### src/rtl/change_pkg.sv
`default_nettype none
// ============================================================================
// Module      : change_pkg
// Description : Shared definitions for the change collector: value width,
//               coin values, FSM state encoding and a widening coin adder.
// Revision    : 1.0  initial release
// ============================================================================
package change_pkg;

    localparam int VAL_W = 5;

    localparam logic [VAL_W-1:0] TEN     = 5'd10;
    localparam logic [VAL_W-1:0] TWO     = 5'd2;
    localparam logic [VAL_W-1:0] VAL_MAX = 5'd31;

    typedef enum logic [1:0] {
        IDLE    = 2'd0,
        COLLECT = 2'd1,
        CHECK   = 2'd2,
        REPORT  = 2'd3
    } state_t;

    // One bit wider than the value so that an overflow is visible.
    function automatic logic [VAL_W:0] coin_sum(input logic [VAL_W-1:0] acc,
                                                input logic             dez,
                                                input logic             dois);
        logic [VAL_W:0] s;
        s = {1'b0, acc};
        if (dez)
            s = s + {1'b0, TEN};
        if (dois)
            s = s + {1'b0, TWO};
        return s;
    endfunction

endpackage
`default_nettype wire

### src/rtl/collector_timer.sv
`default_nettype none
// ============================================================================
// Module      : collector_timer
// Description : Counts enabled cycles; expired is high during the TIMEOUT-th
//               consecutive enabled cycle since the last clear.
// Ports       : clock   - rising-edge clock
//               reset   - asynchronous active-low reset
//               clear   - synchronous clear (priority over enable)
//               enable  - count this cycle
//               expired - combinational, enabled cycle number TIMEOUT
// Revision    : 1.0  initial release
// ============================================================================
module collector_timer #(
    parameter int TIMEOUT = 32
) (
    input  logic clock,
    input  logic reset,
    input  logic clear,
    input  logic enable,
    output logic expired
);

    localparam int CNT_W = (TIMEOUT > 1) ? $clog2(TIMEOUT) : 1;
    localparam logic [CNT_W-1:0] LAST = CNT_W'(TIMEOUT - 1);

    logic [CNT_W-1:0] count;

    assign expired = enable && (count == LAST);

    always_ff @(posedge clock or negedge reset) begin
        if (!reset) begin
            count <= '0;
        end else if (clear) begin
            count <= '0;
        end else if (enable && !expired) begin
            count <= count + 1'b1;
        end
    end

endmodule
`default_nettype wire

### src/rtl/change_collector.sv
`default_nettype none
// ============================================================================
// Module      : change_collector
// Description : Collects DEZ (10) and DOIS (2) coin events after a start,
//               and on FIM compares the accumulated value with the latched
//               expected change, issuing an ok/err verdict with a done pulse.
//               A collection with no FIM for TIMEOUT cycles ends in err.
// Ports       : clock, reset (async active-low), start, expected[4:0],
//               DEZ, DOIS, FIM  -> total[4:0], tens[2:0], twos[3:0],
//               done, ok, err, state[1:0]
// Config      : COLLECTOR_GREEDY_CHECK_EN - when defined, a DEZ after any
//               DOIS or a fifth DOIS in one collection forces err.
// Revision    : 1.0  initial release
// ============================================================================
module change_collector
    import change_pkg::*;
#(
    parameter int TIMEOUT = 32
) (
    input  logic             clock,
    input  logic             reset,
    input  logic             start,
    input  logic [VAL_W-1:0] expected,
    input  logic             DEZ,
    input  logic             DOIS,
    input  logic             FIM,
    output logic [VAL_W-1:0] total,
    output logic [2:0]       tens,
    output logic [3:0]       twos,
    output logic             done,
    output logic             ok,
    output logic             err,
    output logic [1:0]       state
);

    state_t           cur_state;
    state_t           next_state;
    logic [VAL_W-1:0] exp_latched;
    logic             overflow;
    logic             order_err;
    logic             load;
    logic             collecting;
    logic             timer_expired;
    logic [VAL_W:0]   sum;

    assign collecting = (cur_state == COLLECT);
    // A start in IDLE arms; a start in COLLECT restarts from scratch.
    assign load       = start && ((cur_state == IDLE) || collecting);
    assign sum        = coin_sum(total, DEZ, DOIS);
    assign done       = (cur_state == REPORT);
    assign state      = cur_state;

    // The timer only runs on FIM-free COLLECT cycles and restarts with any
    // start, so it measures consecutive cycles waiting for the dispenser.
    collector_timer #(
        .TIMEOUT (TIMEOUT)
    ) u_timer (
        .clock   (clock),
        .reset   (reset),
        .clear   (!collecting || start),
        .enable  (collecting && !FIM),
        .expired (timer_expired)
    );

    always_ff @(posedge clock or negedge reset) begin
        if (!reset)
            cur_state <= IDLE;
        else
            cur_state <= next_state;
    end

    always_comb begin
        next_state = cur_state;
        case (cur_state)
            IDLE:    if (start) next_state = COLLECT;
            COLLECT: begin
                if (start)
                    next_state = COLLECT;
                else if (FIM)
                    next_state = CHECK;
                else if (timer_expired)
                    next_state = REPORT;
            end
            CHECK:   next_state = REPORT;
            REPORT:  next_state = IDLE;
            default: next_state = IDLE;
        endcase
    end

    always_ff @(posedge clock or negedge reset) begin
        if (!reset) begin
            total       <= '0;
            tens        <= '0;
            twos        <= '0;
            ok          <= 1'b0;
            err         <= 1'b0;
            overflow    <= 1'b0;
            exp_latched <= '0;
        end else if (load) begin
            total       <= '0;
            tens        <= '0;
            twos        <= '0;
            ok          <= 1'b0;
            err         <= 1'b0;
            overflow    <= 1'b0;
            exp_latched <= expected;
        end else if (collecting) begin
            // Coins in the FIM cycle still count.
            if (sum > {1'b0, VAL_MAX}) begin
                total    <= VAL_MAX;
                overflow <= 1'b1;
            end else begin
                total    <= sum[VAL_W-1:0];
            end
            if (DEZ && (tens != 3'd7))
                tens <= tens + 3'd1;
            if (DOIS && (twos != 4'd15))
                twos <= twos + 4'd1;
            if (!FIM && timer_expired)
                err <= 1'b1;
        end else if (cur_state == CHECK) begin
            if ((total == exp_latched) && !overflow && !order_err)
                ok  <= 1'b1;
            else
                err <= 1'b1;
        end
    end

`ifdef COLLECTOR_GREEDY_CHECK_EN
    logic seen_dois;

    // twos saturates well above 4, so twos >= 4 with a DOIS marks coin five.
    always_ff @(posedge clock or negedge reset) begin
        if (!reset) begin
            seen_dois <= 1'b0;
            order_err <= 1'b0;
        end else if (load) begin
            seen_dois <= 1'b0;
            order_err <= 1'b0;
        end else if (collecting) begin
            if (DOIS)
                seen_dois <= 1'b1;
            if ((DEZ && seen_dois) || (DOIS && (twos >= 4'd4)))
                order_err <= 1'b1;
        end
    end
`else
    assign order_err = 1'b0;
`endif

endmodule
`default_nettype wire

### config.mk
export PLATFORM = sky130hd
export DESIGN_NAME = change_collector
export DESIGN_NICKNAME = d
export VERILOG_FILES = /design/src/rtl/change_pkg.sv /design/src/rtl/collector_timer.sv /design/src/rtl/change_collector.sv
export SDC_FILE = /design/constraint.sdc
export NUM_CORES = 1
export LEC_CHECK = 0
export BUFFER_PORTS_ARGS = -buffer_cell sky130_fd_sc_hd__buf_2
export CAP_MARGIN = 20
export CORE_MARGIN = 10
export CORE_UTILIZATION = 60
export CTS_BUF_LIST = sky130_fd_sc_hd__clkbuf_2 sky130_fd_sc_hd__clkbuf_4 sky130_fd_sc_hd__clkbuf_8
export DETAILED_ROUTE_END_ITERATION = 6
export GPL_TIMING_DRIVEN = 0
export MAX_ROUTING_LAYER = met4
export PLACE_DENSITY = 0.9
export SLEW_MARGIN = 10
export SYNTH_ARGS = -nofsm -noshare
export SYNTH_HDL_FRONTEND = slang
export SYNTH_SLANG_ARGS = --single-unit
export TNS_END_PERCENT = 10
### constraint.sdc
create_clock -name clock -period 5.8 [get_ports clock]
set_clock_uncertainty 0.05 [all_clocks]
set_input_delay 0.87 -clock clock [delete_from_list [all_inputs] [get_ports clock]]
set_output_delay 0.87 -clock clock [all_outputs]
set_load 0.02 [all_outputs]
# Word-level counts from Yosys, hierarchy flattened
# Cells that the tools add are included.
# totals
n_memories,0
latch_bits,0
ram_bits,0
ff_bits,27
mem_bits_ro,0
# op_classes
eq_ne,12
n_mux,30
div_mod_pow,0
n_reduce_logical,29
n_shift,0
bitwise,0
n_addsub,5
order_cmp,1
multipliers,0
# ops
cell,n
5-bit 2-to-1 mux,5
2-bit nonzero test,7
1-bit 2-to-1 mux,12
4-bit 2-to-1 mux,3
6-bit 2-to-1 mux,2
3-bit 2-to-1 mux,3
1-bit logical AND,8
2-bit 2-to-1 mux,4
2-bit one-hot mux with 4 select lines,1
2-bit AND reduction,4
5-bit by 4-bit adder with 6-bit output (second input constant),1
6-bit by 2-bit adder with 6-bit output (second input constant),1
6-bit by 5-bit greater-than comparator with 1-bit output (second input constant),1
3-bit inequality test (second input constant),2
3-bit AND reduction,2
5-bit by 1-bit adder with 5-bit output (second input constant),1
5-bit == test,1
5-bit == test (second input constant),1
4-bit by 1-bit adder with 4-bit output (second input constant),1
2-bit == test (second input constant),2
1-bit logical NOT,4
2-bit inequality test (second input constant),2
4-bit by 3-bit inequality test with 1-bit output (second input constant),1
4-bit inequality test (second input constant),1
6 further kinds,7

# Longest topological paths before layout
# Gate-level depths: netlist (run 1).
# depth
depth_word,8
ltp_mapped,7

# By module
# From an unflattened synthesis (run 1), not the netlist that was laid out.
# unflattened
cells_unflattened,169
hier_area_um2,1607.8
# by_module_without_submodules
module,area_each_um2,seq_area_each_um2,instances,cells_per_inst
change_collector,1351.3,550.5,1,145
collector_timer,256.5,125.1,1,24

# Worst setup path after synthesis (run 1)
# No wires, ideal clock.
# synth_timing
kind,input to register
from,input DEZ
to,register total[2]
setup_ns,0.128
slack_ns,3.506
arrival_time_ns,2.116
stages,6
t_required_ns,5.622
path_cell_list,buf_6 > mux2_4 > ha_1 > mux2_2 > a311oi_1 > o21ai_1
# synth_between
elab_chain_len,7
# synth_lines
item,line,text
"start, declared",change_collector.sv:24,"input logic DEZ,"
6-bit 2-to-1 mux (*),change_pkg.sv:29,if (dez)
6-bit by 2-bit adder with 6-bit output,change_pkg.sv:32,"s = s + {1'b0, TWO};"
6-bit 2-to-1 mux (*),change_pkg.sv:31,if (dois)
6-bit by 5-bit greater-than comparator with 1-bit output,change_collector.sv:109,"if (sum > {1'b0, VAL_MAX}) begin"
5-bit 2-to-1 mux (*),change_collector.sv:109,
5-bit 2-to-1 mux (*),change_collector.sv:107,end else if (collecting) begin
5-bit 2-to-1 mux (*),change_collector.sv:99,end else if (load) begin
"end signal, assigned",change_collector.sv:113,total <= sum[VAL_W-1:0];
"end, declared",change_collector.sv:27,"output logic [VAL_W-1:0] total,"
# Every way passes the cells marked *; elsewhere a longest branch is shown, timed or not. The select of a mux whose other input is x is not followed.
# A chain may end at the register's enable or synchronous reset.

# Worst setup path in the final report (run 1)
# layout_timing
from,register total[2]
to,register total[2]
# layout_between
elab_chain_len,8
# layout_lines
item,line,text
5-bit by 4-bit adder with 6-bit output,change_pkg.sv:30,"s = s + {1'b0, TEN};"
6-bit 2-to-1 mux (*),change_pkg.sv:29,
6-bit by 2-bit adder with 6-bit output,change_pkg.sv:32,
6-bit 2-to-1 mux (*),change_pkg.sv:31,
6-bit by 5-bit greater-than comparator with 1-bit output,change_collector.sv:109,
5-bit 2-to-1 mux (*),change_collector.sv:109,
5-bit 2-to-1 mux (*),change_collector.sv:107,
5-bit 2-to-1 mux (*),change_collector.sv:99,
# Marks and branches as above.

==> results of run 1 <==
## worst max-delay path by stage
stage / end / cells past startpoint
after floorplan: total[2] / 6
after global placement: total[2] / 7
after detailed placement: total[2] / 7
after CTS: total[2] / 6
after global routing: total[2] / 6
final: total[2] / 6
## metrics by stage
stage,power (W),cell area [um2],std cells
after floorplan,0.000525,1560,152
after detailed placement,0.000626,1720,208
after global placement,0.000598,1720,208
final,0.000703,1750,212
after global routing,0.000757,1750,212
after CTS,0.000707,1750,212
## cell families (layout without fill, tap and decap cells)
kind of cell	count (synthesis)	in the layout	share of synthesized area
mux	10	10	0.0723
fa+ha+maj	7	7	0.0563
buf+inv	10	40	0.0402
flops	27	27	0.434
xor+xnor	17	17	0.105
compound gates	29	29	0.125
simple gates	52	52	0.167
## layout make-up
cell class | instances | area, um2 | share of cell area
plain buffers | 7 | 51.3 | 0.0293
clock buffers | 3 | 22.5 | 0.0129
clock inverters | 1 | 5.00 | 0.00286
inverters | 3 | 11.3 | 0.00643
multi-input cells | 115 | 818 | 0.467
flip-flops and latches | 27 | 676 | 0.386
well taps | 30 | 37.5 | 0.0214
repair buffers | 26 | 130 | 0.0743
## per-layer routing
metal,wire [um],vias up,GRT usage
met5,0,-,-
met4,93,0,0.0559
met3,121,10,0.0293
met2,1780,33,0.241
met1,1390,613,0.147
li1,-,601,-
## sequential cells by signal, summed over array words and instances (netlist names), named ones only
| signal | cells |
|---|---|
| tens | 3 |
| state | 1 |
| exp_latched | 5 |
| twos | 4 |
| ok | 1 |
| u_timer.count | 5 |
| overflow | 1 |
| total | 5 |
| err | 1 |
## cell usage after synthesis, drive strengths merged (2+ instances only)
cell type	n	area, um2
xnor2	7	76.3
or3	2	12.5
nand3	4	20.0
dfrtp	27	676
and2	3	18.8
mux2i	3	30.0
nor2	18	67.6
a211oi	3	22.5
nand4	4	25.0
nand2	8	30.0
nor4	2	12.5
a21oi	5	25.0
buf	5	43.8
and3	2	12.5
clkbuf	2	7.51
o21ai	8	40.0
xor2	10	87.6
ha	7	87.6
mux2	7	82.6
nand2b	4	25.0
a31oi	3	18.8
inv	3	11.3
## power by group
group	internal, W	leakage, nW	switching (W)
logic	0.000147	0.515	0.000195
registers	0.000230	0.356	0.0000482
clock network	0.0000259	0.0177	0.0000562
total	0.000403	0.889	0.000300
==> impl_metrics.toml, run 1 <==
[final_layout]
fin_util = 0.707
layout_common_cells = "buf_2 (28), dfrtp_1 (27), nor2_1 (18)"
antennaDiodeCount = 0
fillers = 195
drive_gt1_frac = 0.242
mostFrequentLayoutCell = "buf_2"
nets = 201
syn_to_final_growth_pct = 12.5

[synth]
synth_area_um2 = 1560
synth_nets = 170
avgSynthCellArea_um2 = 10.2
yosysSeqAreaShare = 0.434
netlist_instances = 152
yosysWarnings = 0
synth-main-ff-cell = "dfrtp_1"
synth_cell_types = 41
synthArstFlopShare = 1.00
synth_edf_count = 0
synth-seq-cells = 27

[worst_setup_path]
reg2reg_slack_ns = 3.62
end_kind = "flip-flop"
cp_top_family = "adder cells"
path_cells = "ha_1, mux2_4, ha_1, mux2_2, a311oi_1, o21ai_1"
start_kind = "flip-flop"
reg2reg_from = "total[2]"
r2r_cells = 6
critPathKind = "flip-flop to flip-flop"
worst-path-buf-inv = 0
regToRegEndpoint = "total[2]"
crit_fanout = 7
crit_path_top_delay_cell = "dfrtp_1"
startpoint = "total[2]"
cpMostUsedCell = "ha_1"
critPathRequiredTime_ns = 5.98
critical_path_arrival_ns = 2.36
slowest_delay_ns = 0.50

[global_routing]
grt_max_degree = 28
grt_overflow = 0
antenna_found_initial = 0
grt_pass1_vias = 1300
grtUsageTotal = 0.138
grt_pass1_wl_um = 5750

[floorplan]
ios = 28
die_y_um = 70.9
die_x_um = 70.9
rows = 18
core_um2 = 2480
start_util = 0.628
fp.dieArea_um2 = 5030

[power_and_ir_drop]
p_leak_nw = 0.889
ir_drop_mv = 0.288
power_density_nw_per_um2 = 401

[placement]
portBuffers = 26
dp_slack_ns = 3.26
dpl.hpwl_um = 2640
globalplace.congestion = 0.823

[clock_tree]
cts_tree = "done"
clockBufferDepth = 2
cts_hold_buf = 0
postCtsSetupBuffers = 0
cts_buffers = 3
cts_root_buffer = "clkbuf_4"
cts-htree-levels = 1
clk_latency_ns = 0.33
post_cts_resized = 0
cts.sinks = 27
cts.clk_slew.worst_paths_ns = 0.15

[timing]
period_share = 0.377
setup_viol = 0
finalHoldViolations = 0
worst_pin_slew_ns = 0.598
setup_ws_ns = 3.62
slew_headroom = 0.601
whs_ns = 0.467
min_period_ns = 2.18
final.setup.tns_ns = 0
drv_slew = 0
rsz0062_at_grt = "false"
fmax_mhz = 458

[flow_run]
cap_violations = 0

[route]
drcViolationCount = 0
vias_per_cell = 5.93
ant_nets = 0
num_vias = 1257
drt-total-wl_um = 3380
firstDrtPassIters = 4
drtIter0Drc = 98
routedWlPerCell_um = 15.9

[min_path]
worstHoldPathType = "input port to async pin"

[outcome]
status = "completed"
Power figures use the tool's default switching activity.
==> run 2: changes to the inputs <==
--- a/config.mk
+++ b/config.mk
@@ -8,12 +8,12 @@
 export BUFFER_PORTS_ARGS = -buffer_cell sky130_fd_sc_hd__buf_2
 export CAP_MARGIN = 20
 export CORE_MARGIN = 10
-export CORE_UTILIZATION = 60
+export CORE_UTILIZATION = 52
 export CTS_BUF_LIST = sky130_fd_sc_hd__clkbuf_2 sky130_fd_sc_hd__clkbuf_4 sky130_fd_sc_hd__clkbuf_8
 export DETAILED_ROUTE_END_ITERATION = 6
 export GPL_TIMING_DRIVEN = 0
 export MAX_ROUTING_LAYER = met4
-export PLACE_DENSITY = 0.9
+export PLACE_DENSITY = 0.83
 export SLEW_MARGIN = 10
 export SYNTH_ARGS = -nofsm -noshare
 export SYNTH_HDL_FRONTEND = slang
==> constraint.sdc (replaced) <==
create_clock -name clock -period 2 [get_ports clock]
set_clock_uncertainty 0.05 [all_clocks]
set_input_delay 0.3 -clock clock [delete_from_list [all_inputs] [get_ports clock]]
set_output_delay 0.3 -clock clock [all_outputs]
set_load 0.02 [all_outputs]
==> run 2 against run 1 <==
Net effect: non-clock buffer count is 3 higher; first-iteration DRC count increased by 33%; highest routed layer unchanged; combinational power rose to 3.1 times the previous value; flip-flop and latch count did not move; core utilization down 6.1 points; critical path type unchanged; global-route usage is 0.17 points lower; sequential share of layout area fell by 1.1 points; sequential power grew to 2.8 times the previous value; wire length is 3.8% higher; largest cell class unchanged; worst setup slack worse by 3.6 ns.
==> impl_metrics.toml, run 2 (synthesized netlist as in run 1, its figures left out) <==
[outcome]
status = "completed"

[timing]
period_share = 0.973
worst_pin_slew_ns = 0.608
drv_slew = 0
min_period_ns = 1.95
finalHoldViolations = 0
setup_ws_ns = 0.0533
slew_headroom = 0.595
fmax_mhz = 514
rsz0062_at_grt = "true"
whs_ns = 0.138
setup_viol = 0

[final_layout]
drive_gt1_frac = 0.281
nets = 204
syn_to_final_growth_pct = 16.4
post-route-cell-area_um2 = 1810
final_cells = 216
antennaDiodeCount = 0
largestRegisters = "exp_latched x5, total x5, u_timer.count x5"
fillers = 222
layout_common_cells = "buf_2 (28), dfrtp_1 (25), nor2_1 (17)"
mostFrequentLayoutCell = "buf_2"

[clock_tree]
clockBufferDepth = 2
cts_tree = "done"
clk_latency_ns = 0.33
cts.sinks = 27
cts-htree-levels = 1
cts_root_buffer = "clkbuf_4"
cts.clk_slew.worst_paths_ns = 0.15
cts_buffers = 3

[route]
routedWlPerCell_um = 16.2
vias_per_cell = 5.62
firstDrtPassIters = 4
ant_nets = 0
drt-total-wl_um = 3510
drtIter0Drc = 130
num_vias = 1214
drcViolationCount = 0

[power_and_ir_drop]
p_sw_frac = 0.419
internal_power_w = 0.00123
comb_power_share = 0.507
power_density_nw_per_um2 = 1170
p_leak_nw = 0.908
finalPower_w = 0.00213
power.switching_w = 0.000891
p_seq_frac = 0.373
ir_drop_mv = 0.566
clkPwrFrac = 0.121

[global_routing]
grt_overflow = 0
grtUsageTotal = 0.136
grt_pass1_vias = 1299
grt_max_degree = 28
antenna_found_initial = 0
grt_pass1_wl_um = 5890

[worst_setup_path]
critPathRequiredTime_ns = 2.17
start_kind = "flip-flop"
regToRegEndpoint = "total[2]"
critPathKind = "flip-flop to flip-flop"
cp-endpoint = "total[2]"
end_kind = "flip-flop"
reg2reg_from = "total[1]"
startpoint = "total[1]"
critical_path_arrival_ns = 2.12
r2r_cells = 6
reg2reg_slack_ns = 0.05
crit_fanout = 3

[floorplan]
fp.dieArea_um2 = 5580
die_y_um = 74.7
rows = 19
core_um2 = 2810
die_x_um = 74.7
start_util = 0.555
ios = 28

[flow_run]
cap_violations = 0

[placement]
dp_slack_ns = -0.0984
placed_area_um2 = 1730
dpl.hpwl_um = 2580
globalplace.congestion = 0.817
place_inst = 209
portBuffers = 26

[min_path]
worstHoldPathType = "input port to flip-flop"
## run 2: changes by cell type in the layout (fill, tap and decap cells not counted), sizes merged
cell and delta:
clkinv -1, buf +2, clkbuf +1, dlygate4sd3 +1
## run 2: power groups by stage
stage | Combinational (W) | Sequential (W) | Clock, W
after floorplan | 0.000628 | 0.000896 | 0
final | 0.00108 | 0.000792 | 0.000257
after global routing | 0.00120 | 0.000813 | 0.000280
after detailed placement | 0.000983 | 0.000819 | 0
after CTS | 0.00107 | 0.000791 | 0.000255
after global placement | 0.000936 | 0.000806 | 0
## run 2: per-stage QoR
stage	setup TNS (ns)	utilization
floorplan	0	-
global placement	-0.0398	0.616
detailed placement	-0.0984	0.616
CTS	0	0.642
global route	-0.0227	0.646
finish	0	0.646
## run 2: cell type report
class / instances / area [um2] / share of cell area
plain buffers: 7 / 51.3 / 0.0283
clock buffers: 4 / 30.0 / 0.0166
inverters: 3 / 11.3 / 0.00622
multi-input cells: 115 / 847 / 0.468
flip-flops and latches: 27 / 678 / 0.374
well taps: 31 / 38.8 / 0.0214
repair buffers: 29 / 155 / 0.0856
## run 2: how the worst min path moves through the flow
stage | start | to | slack [ns] | cells after the start
after detailed placement | reset | u_timer.count[0] | 0.29 | 1
after CTS | expected[2] | exp_latched[2] | 0.14 | 2
after global routing | expected[2] | exp_latched[2] | 0.14 | 2
final | expected[2] | exp_latched[2] | 0.14 | 2
after global placement | reset | u_timer.count[0] | 0.28 | 1
after floorplan | reset | async pin | -0.05 | 0
## run 2: critical path, cell delays in order, from the launching register on
cell and delay (ns):
dfrtp_2 0.43, ha_1 0.29, mux2_4 0.29, ha_4 0.24, mux2_2 0.27, a311oi_2 0.20
o21ai_1 0.08
## run 2: what timing repair did
item                                    CTS  global route
hold buffers                              1             0
hold endpoints to repair                 27             0
pin swaps                                 1             2
gates resized for setup                   2             2
endpoints found under the setup margin    1             4
buffers inserted                          2             0
## run 2: routing by layer
metal,GRT usage,share of wire
met3,0.0263,0.038
met2,0.221,0.51
met4,0.0315,0.0060
met5,-,0
met1,0.171,0.45
==> run 3: changes to the inputs <==
--- a/config.mk
+++ b/config.mk
@@ -11,9 +11,11 @@
 export CORE_UTILIZATION = 52
 export CTS_BUF_LIST = sky130_fd_sc_hd__clkbuf_2 sky130_fd_sc_hd__clkbuf_4 sky130_fd_sc_hd__clkbuf_8
 export DETAILED_ROUTE_END_ITERATION = 6
+export GPL_ROUTABILITY_DRIVEN = 0
 export GPL_TIMING_DRIVEN = 0
 export MAX_ROUTING_LAYER = met4
 export PLACE_DENSITY = 0.83
+export RECOVER_POWER = 100
 export SLEW_MARGIN = 10
 export SYNTH_ARGS = -nofsm -noshare
 export SYNTH_HDL_FRONTEND = slang
==> run 3 against run 2 <==
Net effect: sequential share of layout area rose by 0.68 points; final cell count did not move; final area fell by 1.8%; register-to-register slack barely moved; non-clock buffer count did not move; fmax barely moved; largest power group unchanged; critical endpoint unchanged; combinational power fell by 4%; total power fell by 2.0%; worst setup slack barely moved; wire length barely moved.
==> impl_metrics.toml, run 3 (synthesized netlist as in run 1, its figures left out) <==
[outcome]
status = "completed"

[power_and_ir_drop]
p_leak_nw = 0.834
ir_drop_mv = 0.565
power_density_nw_per_um2 = 1170

[timing]
min_period_ns = 1.95
setup_ws_ns = 0.0530
period_share = 0.973
finalHoldViolations = 0
rsz0062_at_grt = "true"
setup_viol = 0
worst_pin_slew_ns = 0.675
drv_slew = 0
whs_ns = 0.138
fmax_mhz = 514
slew_headroom = 0.550

[floorplan]
ios = 28
die_x_um = 74.7
start_util = 0.555
rows = 19
fp.dieArea_um2 = 5580
die_y_um = 74.7
core_um2 = 2810

[final_layout]
antennaDiodeCount = 0
drive_gt1_frac = 0.184
post-route-cell-area_um2 = 1780
layout_common_cells = "dfrtp_1 (25), clkbuf_1 (19), nor2_1 (17)"
nets = 204
largestRegisters = "exp_latched x5, total x5, u_timer.count x5"
fin_util = 0.634
syn_to_final_growth_pct = 14.3
mostFrequentLayoutCell = "dfrtp_1"
final_cells = 216

[route]
firstDrtPassIters = 4
vias_per_cell = 5.63
drtIter0Drc = 89
num_vias = 1216
routedWlPerCell_um = 16.2
drcViolationCount = 0
drt-total-wl_um = 3510
ant_nets = 0

[clock_tree]
cts_buffers = 3
cts.clk_slew.worst_paths_ns = 0.15
cts_root_buffer = "clkbuf_4"
cts.sinks = 27
clk_latency_ns = 0.33
cts-htree-levels = 1
cts_tree = "done"
clockBufferDepth = 2

[worst_setup_path]
critPathRequiredTime_ns = 2.17
end_kind = "flip-flop"
reg2reg_from = "total[1]"
crit_fanout = 3
startpoint = "total[1]"
start_kind = "flip-flop"
critPathKind = "flip-flop to flip-flop"
cp-endpoint = "total[2]"
critical_path_arrival_ns = 2.12
regToRegEndpoint = "total[2]"
r2r_cells = 6
reg2reg_slack_ns = 0.05

[flow_run]
cap_violations = 0

[global_routing]
antenna_found_initial = 0
grtUsageTotal = 0.136
grt_pass1_vias = 1299
grt_overflow = 0
grt_max_degree = 28
grt_pass1_wl_um = 5890

[placement]
portBuffers = 26
dp_slack_ns = -0.0984
place_inst = 209
placed_area_um2 = 1730
dpl.hpwl_um = 2580

[min_path]
worstHoldPathType = "input port to flip-flop"
[run 3: cell count changes in the layout (fill, tap and decap cells not counted), sizes merged]
cell    before  now
clkbuf       6   24
buf         33   15
[run 3: critical path, cell delays in order, from the launching register on]
cell and delay (ns):
dfrtp_2 0.43, ha_1 0.29, mux2_4 0.29, ha_4 0.24, mux2_2 0.27, a311oi_2 0.20, o21ai_1 0.08
[run 3: worst min-delay path by stage]
stage	slack, ns	from	end	cells after the start
final	0.14	expected[2]	exp_latched[2]	2
after floorplan	-0.05	reset	async pin	0
after CTS	0.14	expected[2]	exp_latched[2]	2
after global placement	0.28	reset	u_timer.count[0]	1
after detailed placement	0.29	reset	u_timer.count[0]	1
after global routing	0.14	expected[2]	exp_latched[2]	2
[run 3: per-layer routing]
| metal | vias up | part of all wire | GRT usage |
|---|---|---|---|
| met4 | 0 | 0.0060 | 0.0315 |
| met5 | - | 0 | - |
| met2 | 28 | 0.51 | 0.221 |
| met3 | 4 | 0.038 | 0.0263 |
| li1 | 604 | - | - |
| met1 | 580 | 0.45 | 0.171 |
[run 3: area by class of cell]
cell class	count	area, um2
tap	31	38.8
clock buffer	4	30.0
timing repair buffer	29	134
sequential	27	678
inverter	3	11.3
multi-input combinational	115	840
buffer	7	47.5
fill	228	1030
[run 3: what timing repair did]
item                                   4_1_cts  5_1_grt
pin swaps                                    1        2
endpoints found under the hold margin       27        0
buffers inserted                             2        0
setup endpoints to repair                    1        4
hold buffers                                 1        0
resized for setup                            2        2
[run 3: where the power goes]
part	internal, W	switching (W)	total [W]
logic	0.000435	0.000602	0.00104
clock network	0.0000918	0.000165	0.000257
registers	0.000669	0.000121	0.000790
[run 3: per-stage QoR]
step	TNS, ns	power (W)
after floorplan	0	0.00152
after global placement	-0.0398	0.00174
after detailed placement	-0.0984	0.00180
after CTS	0	0.00211
after global routing	-0.0534	0.00225
final	0	0.00208
